==> src/rtl/univ_shift_pkg.sv <==
// Shared definitions for the universal shift register: operation codes and
// the helper that classifies which operations advance the frame counter.
package univ_shift_pkg;

  typedef enum logic [2:0] {
    MODE_HOLD  = 3'b000,
    MODE_SHL   = 3'b001,
    MODE_SHR   = 3'b010,
    MODE_ROL   = 3'b011,
    MODE_ROR   = 3'b100,
    MODE_LOAD  = 3'b101,
    MODE_CLEAR = 3'b110,
    MODE_RSVD  = 3'b111
  } mode_e;

  // Shifts and rotates are the operations that move one bit through the frame.
  function automatic logic is_shift(input mode_e m);
    return (m == MODE_SHL) || (m == MODE_SHR) || (m == MODE_ROL) || (m == MODE_ROR);
  endfunction

endpackage : univ_shift_pkg

==> src/rtl/shift_frame_counter.sv <==
// Counts completed shifts/rotates modulo WIDTH and emits a registered
// one-cycle pulse on the edge that completes a full WIDTH-bit frame.
module shift_frame_counter #(
  parameter int WIDTH = 8
) (
  input  logic clk,
  input  logic reset,
  input  logic en,
  input  logic inc,
  input  logic clr,
  output logic frame_done
);

  localparam int CW = (WIDTH > 2) ? $clog2(WIDTH) : 1;
  localparam logic [CW-1:0] LAST = CW'(WIDTH - 1);

  logic [CW-1:0] count;

  // Count register with explicit wrap at WIDTH-1 (WIDTH need not be a power of two).
  // NOTE: state is updated with non-blocking assignments so every flop samples pre-edge values.
  always_ff @(posedge clk or posedge reset) begin
    if (reset) begin
      count      <= '0;
      frame_done <= 1'b0;
    end else if (en) begin
      frame_done <= inc && (count == LAST);
      if (clr) begin
        count <= '0;
      end else if (inc) begin
        count <= (count == LAST) ? '0 : count + CW'(1);
      end
    end else begin
      frame_done <= 1'b0;
    end
  end

endmodule : shift_frame_counter

==> src/rtl/univ_shift_reg.sv <==
// Universal WIDTH-bit register: hold, shift/rotate left/right, parallel load
// and clear, with serial taps at both ends and a full-frame pulse.
module univ_shift_reg
  import univ_shift_pkg::*;
#(
  parameter int               WIDTH     = 8,
  parameter logic [WIDTH-1:0] RESET_VAL = '0
) (
  input  logic             clk,
  input  logic             reset,
  input  logic             en,
  input  logic [2:0]       mode,
  input  logic [WIDTH-1:0] d,
  input  logic             sin_l,
  input  logic             sin_r,
  output logic [WIDTH-1:0] q,
  output logic             sout_l,
  output logic             sout_r,
  output logic             frame_done
);

  mode_e            mode_sel;
  logic [WIDTH-1:0] q_next;
  logic             shift_op;
  logic             clr_op;

  assign mode_sel = mode_e'(mode);
  assign shift_op = is_shift(mode_sel);
  assign clr_op   = (mode_sel == MODE_LOAD) || (mode_sel == MODE_CLEAR);

  // Mode mux: next register value for the selected operation.
  // NOTE: q_next gets a default first so no path through the case leaves it unassigned (no latch).
  always_comb begin
    q_next = q;
    unique case (mode_sel)
      MODE_SHL:   q_next = {q[WIDTH-2:0], sin_r};
      MODE_SHR:   q_next = {sin_l, q[WIDTH-1:1]};
      MODE_ROL:   q_next = {q[WIDTH-2:0], q[WIDTH-1]};
      MODE_ROR:   q_next = {q[0], q[WIDTH-1:1]};
      MODE_LOAD:  q_next = d;
      MODE_CLEAR: q_next = RESET_VAL;
      MODE_HOLD,
      MODE_RSVD:  q_next = q;
      default:    q_next = q;
    endcase
  end

  // Storage register: updates only when enabled.
  always_ff @(posedge clk or posedge reset) begin
    if (reset) begin
      q <= RESET_VAL;
    end else if (en) begin
      q <= q_next;
    end
  end

  assign sout_l = q[WIDTH-1];
  assign sout_r = q[0];

  shift_frame_counter #(
    .WIDTH (WIDTH)
  ) u_frame_counter (
    .clk        (clk),
    .reset      (reset),
    .en         (en),
    .inc        (shift_op),
    .clr        (clr_op),
    .frame_done (frame_done)
  );

endmodule : univ_shift_reg

==> config.mk <==
export PLATFORM = sky130hd
export DESIGN_NAME = univ_shift_reg
export DESIGN_NICKNAME = d
export VERILOG_FILES = /design/src/rtl/univ_shift_pkg.sv /design/src/rtl/shift_frame_counter.sv /design/src/rtl/univ_shift_reg.sv
export SDC_FILE = /design/constraint.sdc
export NUM_CORES = 1
export LEC_CHECK = 0
export CORE_MARGIN = 2
export CORE_UTILIZATION = 40
export CTS_BUF_LIST = sky130_fd_sc_hd__clkbuf_8
export DETAILED_ROUTE_END_ITERATION = 16
export HOLD_SLACK_MARGIN = 0.02
export PLACE_DENSITY = 0.68
export SYNTH_ARGS = -nofsm -noshare
export SYNTH_HDL_FRONTEND = slang
export SYNTH_SLANG_ARGS = --single-unit
==> constraint.sdc <==
create_clock -name clk -period 1.5 [get_ports clk]
set_input_delay 0.3 -clock clk [delete_from_list [all_inputs] [get_ports clk]]
set_output_delay 0.3 -clock clk [all_outputs]
set_load 0.02 [all_outputs]
# After elaboration in Yosys (flattened, before gate mapping)
# Cells that the tools add are included.
# op_classes
n_eq_ne	8
reduce_logical	10
n_mux	5
addsub	1
bitwise	1
# ops
op	n
one-hot mux 8 bit (6 select lines)	1
== test 3 bit, second input constant	5
2-to-1 mux 3 bit	3
== test 3 x 2 -> 1 bit, second input constant	2
logical OR 1 bit	4
AND reduction 2 bit	2
adder 3 x 1 -> 3 bit, second input constant	1
== test 3 x 1 -> 1 bit, second input constant	1
zero test 3 bit	1
nonzero test 2 bit	1
OR reduction 2 bit	1
logical AND 1 bit	1
2-to-1 mux 1 bit	1
inverter 1 bit	1
# word_totals
reg_bits	12
wordCells	28

# Longest topological paths before layout
# Gate-level depths: netlist of run 1.
# depth
ltp_word	6
ltp_mapped	6

# Hierarchy
# From an unflattened synthesis of run 1, not the netlist that was laid out.
# unflattened
hier_cells	100
area_unflattened_um2	889.6
# by_module_without_submodules
mod	cells_each	instances	area_per_inst_um2
univ_shift_reg	83	1	691.9
shift_frame_counter	17	1	197.7

# Worst setup path before layout of run 1
# Ideal clock, no wire load.
# synth_path
path_type	register to register
startpoint	register q[7]
endpoint	register q[0]
path_slack_ns	0.058
synth_period_minus_slack_ns	1.442
setup_ns	0.121
path_stages_with_launch	5
required_ns	1.379
t_arrival_ns	1.321
cell_sequence	dfrtp_1 -> or3b_2 -> o311ai_0 -> o21ai_0 -> a22o_1
# synth_via
elab_chain_cells	1
# synth_rtl
item	line	text
start: declaration	univ_shift_reg.sv:16	output logic [WIDTH-1:0] q,
start signal: assignment	univ_shift_reg.sv:53	q <= q_next;
one-hot mux 8 bit (6 select lines)	univ_shift_reg.sv:35	unique case (mode_sel)
# Every way passes these cells.
# A chain may end at the register's enable or synchronous reset.

# Worst setup path after layout of run 1
# Ends and elaborated chain as after synthesis.

==> out/qor.yml, run 1 <==
fin_util: 0.677
route.detailed.drc: 0
switching_share: 0.345
worst_r2r_startpoint: "q[7]"
max_stage_delay_ns: 0.49
netlist_area_um2: 880
reg2reg_slack_ns: 0.05
finalCritPeriodShare: 0.966
cpMaxStageDelayCell: "or3b_2"
worst_hold_slack_ns: 0.377
yosys-top-cells-count: "nand2_1, o21ai_0, dfrtp_1"
p_sw_uw: 453
crit_type: "flop to flop"
peakVddDrop_mv: 0.568
placed_cell_area_mm2: 0.00131
clock-sinks: 12
syn-num-nets: 123
synthCells: 105
cts-root-buf: "clkbuf_8"
reg2reg_to: "q[0]"
instances_no_fill: 180
worstPathCellList: "or3b_2 > o311ai_0 > o21ai_1 > a22o_1"
max_slew_margin: 0.670
tritoncts: "done"
netlist_top_cells_area: "dfrtp_1, o21ai_0, nand2_1"
drive_gt1_frac: 0.261
drtIter0Drc: 24
multi_input_area_um2: 489
antenna_found_initial: 0
die_w_um: 50.9
timing.critical_path.from: "q[7]"
yosys_warnings: 0
grt_pass1_wl_mm: 4.43
startpoint_type: "flop"
io_pins: 27
tns_ns: 0
die_h_um: 50.9
rsz0062_at_grt: "yes"
dieArea_mm2: 0.00259
ys_ff_latch: 12
seq_area_frac_synth: 0.341
pwr-share-clk: 0.276
nets: 172
reg2regPathDepth: 4
fmax_ghz: 0.690
place_congestion: 0.815
syn2layout_area_growth_pct: 55.6
pre_cts_ws_ns: -0.363
skew_ns: 0.00103
diodes: 0
regArea_um2: 302
synth_edf_count: 0
clk_pin_slew_ns: 0.06
netlist-cell-type-count: 35
dpl.cell_count: 175
slew_violations: 0
synth_top_area_cell: "dfrtp_1"
grtUsageTotal: 0.229
worstMarginPinSlew_ns: 0.495
cts_hold_buf: 0
path_max_fanout: 5
setup-violations-final: 0
start_util: 0.435
hold_path_class: "primary input to async pin"
hpwl_mm: 2.01
powerDensity_mw_per_mm2: 961
p_total_mw: 1.31
fp.coreArea_mm2: 0.00202
cts_buffers: 3
placementRows: 16
critPathCaptureType: "flop"
drt_wl_total_mm: 2.59
final_area_mm2: 0.00137
fillers: 186
p_seq_frac: 0.345
p_comb_frac: 0.380
drtPass1Iterations: 4
io_buffers: 26
avgRoutedWirePerCell_um: 14.4
setup_slack_ns: 0.0509
finalCriticalPeriod_ns: 1.45
worstSetupEndpoint: "q[0]"
drv_cap: 0
drtAntennaViolNets: 0
synth-main-ff-cell: "dfrtp_1"
async_reset_ff_frac: 1.00
synth_area_per_cell_um2: 8.38
grt_pass1_vias: 1012
grt_max_degree: 13
worst_ep_required_time_ns: 1.63
overflow: 0
p_int_uw: 862
synthMostInstantiatedCell: "nand2_1"
cts-htree-levels: 1
worstSkewPairLatency_ns: 0.24
status: "completed"
vias_per_cell: 5.62
clockBufferDepth: 2
yosys.area.top_type_share: 0.341
p_leak_nw: 0.618
hold_violations: 0
worstPathArrival_ns: 1.58
vias: 1011
-- how the worst min path moves through the flow --
stage,from,to
after floorplan,reset,q[0]
after global placement,u_frame_counter.count[2],u_frame_counter.count[2]
after detailed placement,u_frame_counter.count[2],u_frame_counter.count[2]
after CTS,reset,q[6]
after global routing,reset,q[6]
final,reset,q[6]
-- cell usage in the layout (no fill, tap or decap), types with 2 or more instances in the layout --
| cell type | netlist | final |
|---|---|---|
| a211oi_1 | 2 | 2 |
| clkdlybuf4s50_1 | 0 | 13 |
| a21oi_1 | 3 | 3 |
| a32o_1 | 2 | 2 |
| o21ai_1 | 0 | 2 |
| a31oi_1 | 4 | 4 |
| dlygate4sd2_1 | 0 | 13 |
| buf_4 | 2 | 27 |
| nor2_1 | 8 | 8 |
| dfrtp_1 | 12 | 11 |
| nand2_1 | 14 | 14 |
| o21ai_0 | 13 | 11 |
| clkbuf_8 | 0 | 4 |
| a32oi_1 | 4 | 4 |
| inv_1 | 6 | 6 |
| a221o_1 | 2 | 2 |
| o211ai_1 | 5 | 5 |
-- cells by family (layout without fill, tap and decap cells) --
family / after synthesis / count (layout) / share of synthesized area
fa+ha+maj: 3 / 3 / 0.0398
mux: 1 / 1 / 0.0114
compound gates: 40 / 40 / 0.312
buf+inv: 17 / 65 / 0.110
simple gates: 32 / 32 / 0.186
flops: 12 / 12 / 0.341
-- worst max-delay path, delay by kind of cell (launching register included) --
kind	cells	cell delay, ns
flops	1	0.44
compound gates	3	0.41
simple gates	1	0.49
-- layer usage --
layer,global-route usage,share of wire,up-vias
met5,0,0,-
met4,0.104,0.015,0
met3,0.0380,0.055,4
met2,0.393,0.49,38
met1,0.281,0.44,487
li1,-,-,482
-- flip-flops by register name (all words and copies together), names as in the netlist --
signal and cells:
u_frame_counter.count 3, u_frame_counter.frame_done 1, q 8
-- area by class of cell --
type | instances | share of cell area
multi-input combinational | 76 | 0.357
timing repair buffer | 54 | 0.335
sequential | 12 | 0.220
clock buffer | 4 | 0.0402
tap | 27 | 0.0247
inverter | 7 | 0.0229
-- power groups by stage --
| stage | clock [mW] | sequential, mW | combinational, mW |
|---|---|---|---|
| finish | 0.362 | 0.453 | 0.499 |
| detailed placement | 0 | 0.458 | 0.517 |
| floorplan | 0 | 0.496 | 0.232 |
| global placement | 0 | 0.454 | 0.503 |
| global route | 0.386 | 0.462 | 0.549 |
| CTS | 0.365 | 0.453 | 0.496 |
-- what timing repair did --
item	CTS	global route
setup buffers	1	0
gates resized for setup	16	3
setup endpoints to repair	21	2
pin swaps	1	0
Note: power is estimated with default switching activity, not from simulation.
==> run 2, diff against run 1 <==
--- a/config.mk
+++ b/config.mk
@@ -11,6 +11,8 @@
 export DETAILED_ROUTE_END_ITERATION = 16
 export HOLD_SLACK_MARGIN = 0.02
 export PLACE_DENSITY = 0.68
+export SETUP_SLACK_MARGIN = 0.15
 export SYNTH_ARGS = -nofsm -noshare
 export SYNTH_HDL_FRONTEND = slang
 export SYNTH_SLANG_ARGS = --single-unit
+export TNS_END_PERCENT = 5
==> constraint.sdc (replaced) <==
create_clock -name clk -period 1.5 [get_ports clk]
set_input_delay 0.3 -clock clk [delete_from_list [all_inputs] [get_ports clk]]
set_output_delay 0.3 -clock clk [all_outputs]
set_load 0.005 [all_outputs]
==> out/qor.yml, run 2 (same netlist as run 1, synthesis figures left out) <==
tns_ns: 0  # unchanged
grt_pass1_vias: 941  # was 1,012
grt_max_degree: 13  # unchanged
hold_violations: 0  # unchanged
cts-root-buf: "clkbuf_8"  # unchanged
finalCritPeriodShare: 0.933  # was 0.966
drive_gt1_frac: 0.265  # was 0.261
setup_slack_ns: 0.100  # was 0.0509 ns
fillers: 155  # was 186
avgRoutedWirePerCell_um: 14.5  # was 14.4 um
drtIter0Drc: 27  # was 24
diodes: 0  # unchanged
layout_commonest_cell: "buf_4"  # unchanged
startpoint_type: "flop"  # unchanged
io_buffers: 26  # unchanged
skew_ns: 0.00157  # was 0.00103 ns
clk_pin_slew_ns: 0.05  # was 0.06 ns
overflow: 0  # unchanged
largest_reg_flops: 8  # unchanged
slew_violations: 0  # unchanged
pwr-share-clk: 0.282  # was 0.276
reg2reg_to: "q[0]"  # unchanged
p_sw_uw: 392  # was 453 uW
cts_buffers: 3  # unchanged
peakVddDrop_mv: 0.757  # was 0.568 mV
grt_pass1_wl_mm: 4.30  # was 4.43 mm
timing.critical_path.from: "q[7]"  # unchanged
multi_input_area_um2: 531  # was 489 um2
drv_cap: 0  # unchanged
pre_cts_ws_ns: -0.374  # was -0.363 ns
p_comb_frac: 0.359  # was 0.380
io_pins: 27  # unchanged
vias: 965  # was 1,011
switching_share: 0.309  # was 0.345
cts_hold_buf: 0  # unchanged
hpwl_mm: 1.90  # was 2.01 mm
antenna_found_initial: 0  # unchanged
rsz0062_at_grt: "yes"  # unchanged
reg2regPathDepth: 5  # was 4
worstSetupEndpoint: "q[0]"  # unchanged
p_leak_nw: 0.605  # was 0.618 nW
critPathCaptureType: "flop"  # unchanged
dpl.cell_count: 167  # was 175
hold_path_class: "primary input to async pin"  # unchanged
die_w_um: 50.9  # unchanged
top_regs: "q (8), u_frame_counter.count (3), u_frame_counter.frame_done (1)"  # unchanged
drtAntennaViolNets: 0  # unchanged
clockBufferDepth: 2  # unchanged
nets: 166  # was 172
clock-sinks: 12  # unchanged
crit_type: "flop to flop"  # unchanged
cts-htree-levels: 1  # unchanged
die_h_um: 50.9  # unchanged
place_congestion: 0.927  # was 0.815
placementRows: 16  # unchanged
setup-violations-final: 0  # unchanged
drt_wl_total_mm: 2.52  # was 2.59 mm
instances_no_fill: 174  # was 180
grtUsageTotal: 0.223  # was 0.229
layout_common_cells: "buf_4, nand2_1, dlygate4sd2_1, clkdlybuf4s50_1, dfrtp_1"  # was buf_4, nand2_1, clkdlybuf4s50_1, dlygate4sd2_1
status: "completed"  # unchanged
dieArea_mm2: 0.00259  # unchanged
vias_per_cell: 5.55  # was 5.62
powerDensity_mw_per_mm2: 929  # was 961 mW/mm2
p_int_uw: 878  # was 862 uW
start_util: 0.435  # unchanged
worstMarginPinSlew_ns: 0.502  # was 0.495 ns
reg2reg_slack_ns: 0.10  # was 0.05 ns
worst_ep_required_time_ns: 1.63  # about the same
route.detailed.drc: 0  # unchanged
fmax_ghz: 0.714  # was 0.690 GHz
drtPass1Iterations: 4  # unchanged
max_slew_margin: 0.665  # was 0.670
path_max_fanout: 2  # was 5
top_register: "q"  # unchanged
tritoncts: "done"  # unchanged
finalCriticalPeriod_ns: 1.40  # was 1.45 ns
worst_r2r_startpoint: "q[7]"  # unchanged
p_seq_frac: 0.359  # was 0.345
worstSkewPairLatency_ns: 0.24  # about the same
worstPathArrival_ns: 1.53  # was 1.58 ns
fp.coreArea_mm2: 0.00202  # unchanged
regArea_um2: 302  # unchanged
worst_hold_slack_ns: 0.380  # was 0.377 ns
syn2layout_area_growth_pct: 55.5  # was 55.6%
[run 2: cell count changes in the layout (fill, tap and decap cells not counted), sizes merged]
cell	delta
clkdlybuf4s50	-1
buf	-6
dlymetal6s2s	+1
[run 2: what timing repair did]
item,CTS,global route
buffers inserted,3,0
hold endpoints to repair,0,0
pin swaps,4,2
endpoints found under the setup margin,22,13
gates resized for setup,23,6
[run 2: through the flow]
stage	instance area [um2]	util	total power, mW
after global placement	1250	0.619	0.879
after global routing	1370	0.676	1.36
after CTS	1340	0.665	1.26
after floorplan	880	-	0.667
after detailed placement	1250	0.619	0.892
final	1370	0.676	1.27
[run 2: per-layer routing]
layer / wire [um] / part of all wire / track usage / vias up
met5: 0 / 0 / 0 / -
met4: 29 / 0.012 / 0.0811 / 0
met3: 104 / 0.041 / 0.0468 / 4
met2: 1260 / 0.50 / 0.362 / 29
met1: 1130 / 0.45 / 0.293 / 464
li1: - / - / - / 468
[run 2: layout make-up]
type                       count  share of cell area
clock buffer                   4              0.0403
inverter                       7              0.0229
multi-input combinational     76               0.388
sequential                    12               0.220
tap                           27              0.0247
timing repair buffer          48               0.304
[run 2: power groups by stage]
stage	Sequential [mW]	Clock, mW	Combinational [mW]
after floorplan	0.446	0	0.221
after global routing	0.467	0.379	0.510
after global placement	0.454	0	0.425
after CTS	0.453	0.366	0.445
final	0.456	0.358	0.456
after detailed placement	0.457	0	0.436
[run 2: how the worst min path moves through the flow]
stage,start,endpoint,slack (ns),cells after the start
global route,en,u_frame_counter.count[0],0.43,2
finish,reset,u_frame_counter.count[1],0.38,2
floorplan,reset,q[0],0.16,1
global placement,u_frame_counter.count[2],u_frame_counter.count[2],0.53,2
detailed placement,u_frame_counter.count[2],u_frame_counter.count[2],0.55,2
CTS,reset,u_frame_counter.count[1],0.39,2
[run 2: worst max-delay path: stages (launching register included)]
cell	delay, ns
dfrtp_1	0.39
buf_6	0.12
or3b_4	0.37
o311ai_4	0.09
o21ai_1	0.10
a22o_1	0.21
==> variant: new RTL, config.mk and constraints of run 1 <==
`WIDTH` is set to 8 in 2 places; all go to 16.
--- a/src/rtl/shift_frame_counter.sv
+++ b/src/rtl/shift_frame_counter.sv
@@ -3,3 +3,3 @@
 module shift_frame_counter #(
-  parameter int WIDTH = 8
+  parameter int WIDTH = 16
 ) (
--- a/src/rtl/univ_shift_reg.sv
+++ b/src/rtl/univ_shift_reg.sv
@@ -5,3 +5,3 @@
 #(
-  parameter int               WIDTH     = 8,
+  parameter int               WIDTH     = 16,
   parameter logic [WIDTH-1:0] RESET_VAL = '0
Ports: changed (resized d and q); port bits go from 27 to 43. No check against the original RTL was run, so the function may have changed too.
==> variant against run 1 <==
  * Via count grew 55%
  * Worst setup slack gained 0.047 ns
  * Routed wire length is 63% higher
  * Total power rose by 49%
  * Combinational power rose by 57%
  * Sequential power rose by 75%
  * Cell area up 52%
  * Highest routed layer unchanged
  * Final cell count increased by 55%
  * Hold slack lost 0.0095 ns
  * Synthesized cell count up 71%
  * Sequential cell count grew 9
  * Largest power group is now registers
  * Register-to-register slack better by 0.13 ns
  * Non-clock buffer count grew 15
  * Area after synthesis increased by 64%
==> variant: results (changes against run 1) <==
The flow ran to the end, and the final reports show no timing, DRC or antenna violations. The number of diodes added for antenna fixing was 0 (unchanged). The post-detailed-placement half-perimeter wirelength is 3060 um (+52%). The violation count after the first detailed-routing iteration is 167 (+600%).

The leakage power came out at 0.947 nW (+53%). The clock-pin slew reported for the worst setup and hold paths after clock tree synthesis is 0.08 ns (+0.02 ns). The average size of a mapped cell came out at 8.00 um^2 (-4.5%).

The commonest cells after synthesis are nand2_1 (30), dfrtp_1 (21), o21ai_0 (18). The fraction of final layout cells sized beyond drive strength 1 came out at 17.2% (-9.0 points). The setup slack of the critical path after layout is 0.0982 ns (+0.0473 ns). In this run the critical register-to-register path is launched from u_frame_counter.count[0]$_DFFE_PP0P_. The number of cells after detailed placement is 275 (+57%). The number of input and output port buffers inserted is 42 (+62%). The portion of the layout cell area used by non-clock buffers came out at 30.6% (-2.8 points). The multi-input combinational cell count came to 127 (+67%).

The detail-routed via count per cell was 5.62 (+0.12%). The number of buffers on the longest clock path was 2 (unchanged). The net count after synthesis is 205 (+67%).

The total of fill cells in the finished design came out at 309 (+66%). The count of plain and timing-repair buffers in the layout is 69 (+28%). In the final layout, the registers with the most flip-flops are q (16), u_frame_counter.count (4), u_frame_counter.frame_done (1). The share of synthesized flip-flops with an asynchronous set or reset is 100% (unchanged).

The routability-driven placement congestion ratio is 0.881 (+8.2%). The transition at the pin with the smallest max-transition slack is 0.393 ns (-0.102 ns). The launch point of the critical path is en. The arrival time reported for the critical path endpoint is 1.60 ns (+0.02 ns).

The cell area reported after detailed placement is 2020 um^2 (+54%). The worst-skew pair later-pin latency is 0.27 ns (+0.03 ns). The number of iterations in the first detailed-routing pass came out at 4 (unchanged). The reg2reg setup slack came to 0.18 ns (+0.13 ns). The final wirelength is 4210 um (+63%).

The via count of the first global-routing pass is 1,510 (+49%). The count of yosys warnings during synthesis is 0 (unchanged). Among all flip-flop cells after synthesis, the most frequent one is dfrtp_1. The minimum setup slack after placement came out at -0.402 ns (-0.0393 ns). The wire length of the first global-routing pass came out at 6990 um (+58%). Sorting the synthesized cells by area gives the leading types as dfrtp_1 (36%), nand2_1 (7.8%), o21ai_0 (6.3%). The sequential cell count is 21 (+9).

The maximum number of pins on one net before global-route repair is 22 (+9). The biggest fanout along the worst timing path came to 5 (unchanged). The footprint of the flip-flops and latches came out at 526 um^2 (+74%). The count of nets after finishing was 259 (+51%). The overall fraction of global-route tracks in use is 21.1% (-1.8 points).

The capture point of the worst reg-to-reg path is u_frame_counter.count[2]$_DFFE_PP0P_. The combined area of the multi-input logic cells is 766 um^2 (+57%). The setup-violating endpoint count in the final report came out at 0 (unchanged). The per-cell routed wire length was 15.1 um (+5.1%). The largest clock skew in the final design came out at 0.00862 ns (+0.00759 ns). The clock-cell share of area is 2.23% (-1.8 points). The worst voltage drop across the vdd grid is 0.552 mV (-2.9%). The share of the final layout cell area in sequential cells is 25.3% (+3.3 points). The clock tree buffer count of the final layout came out at 3 (-1).

The sequential area share after synthesis came to 36.5% (+2.4 points). The count of non-CTS inverters in the layout came out at 12 (+5).
-- variant: critical path: stages --
cell             delay, ns
clkdlybuf4s50_1       0.59
buf_4                 0.17
a31oi_1               0.10
a311o_1               0.34
nand3_1               0.09
-- variant: worst min-delay path by stage --
stage	slack, ns	cells after the start	start	end
2_1_floorplan	0.28	1	reset	q[0]$_DFFE_PP0P_
3_3_place_gp	0.49	1	u_frame_counter.count[3]$_DFFE_PP0P_	u_frame_counter.count[3]$_DFFE_PP0P_
3_5_place_dp	0.52	1	u_frame_counter.count[3]$_DFFE_PP0P_	u_frame_counter.count[3]$_DFFE_PP0P_
4_1_cts	0.38	3	reset	q[12]$_DFFE_PP0P_
5_1_grt	0.43	3	reset	q[12]$_DFFE_PP0P_
6_report	0.37	3	reset	q[12]$_DFFE_PP0P_
-- variant: routing by layer --
layer  wire, um  vias up  track usage [%]  share of wire, %
met5          0        -                0                 0
met3        210        5             4.05               5.0
li1           -      758                -                 -
met1       1800      751             26.5                43
met2       2160       55             36.3                51
met4         35        0             6.52              0.83
-- variant: timing repair --
| action | CTS | global route |
|---|---|---|
| pin swaps | 1 | 2 |
| cloned | 0 | 0 |
| buffers inserted | 0 | 0 |
| gates resized for setup | 22 | 9 |
| setup endpoints to repair | 24 | 20 |
-- variant: cells by family (layout without fill, tap and decap cells) --
group                      count (synthesis)  count (layout)  synth area share [%]
AOI/OAI and AO/OA                         70              70                  32.3
and+or+nand+nor                           55              55                  17.6
buffers and inverters                     32              85                  12.1
DFF                                       21              21                  36.5
adders and majority gates                  1               1                 0.869
muxes                                      1               1                 0.695
-- variant: where the power goes --
group          switching (mW)  internal [mW]
logic                   0.430          0.354
registers               0.118          0.677
clock network           0.197          0.185
total                   0.745           1.22
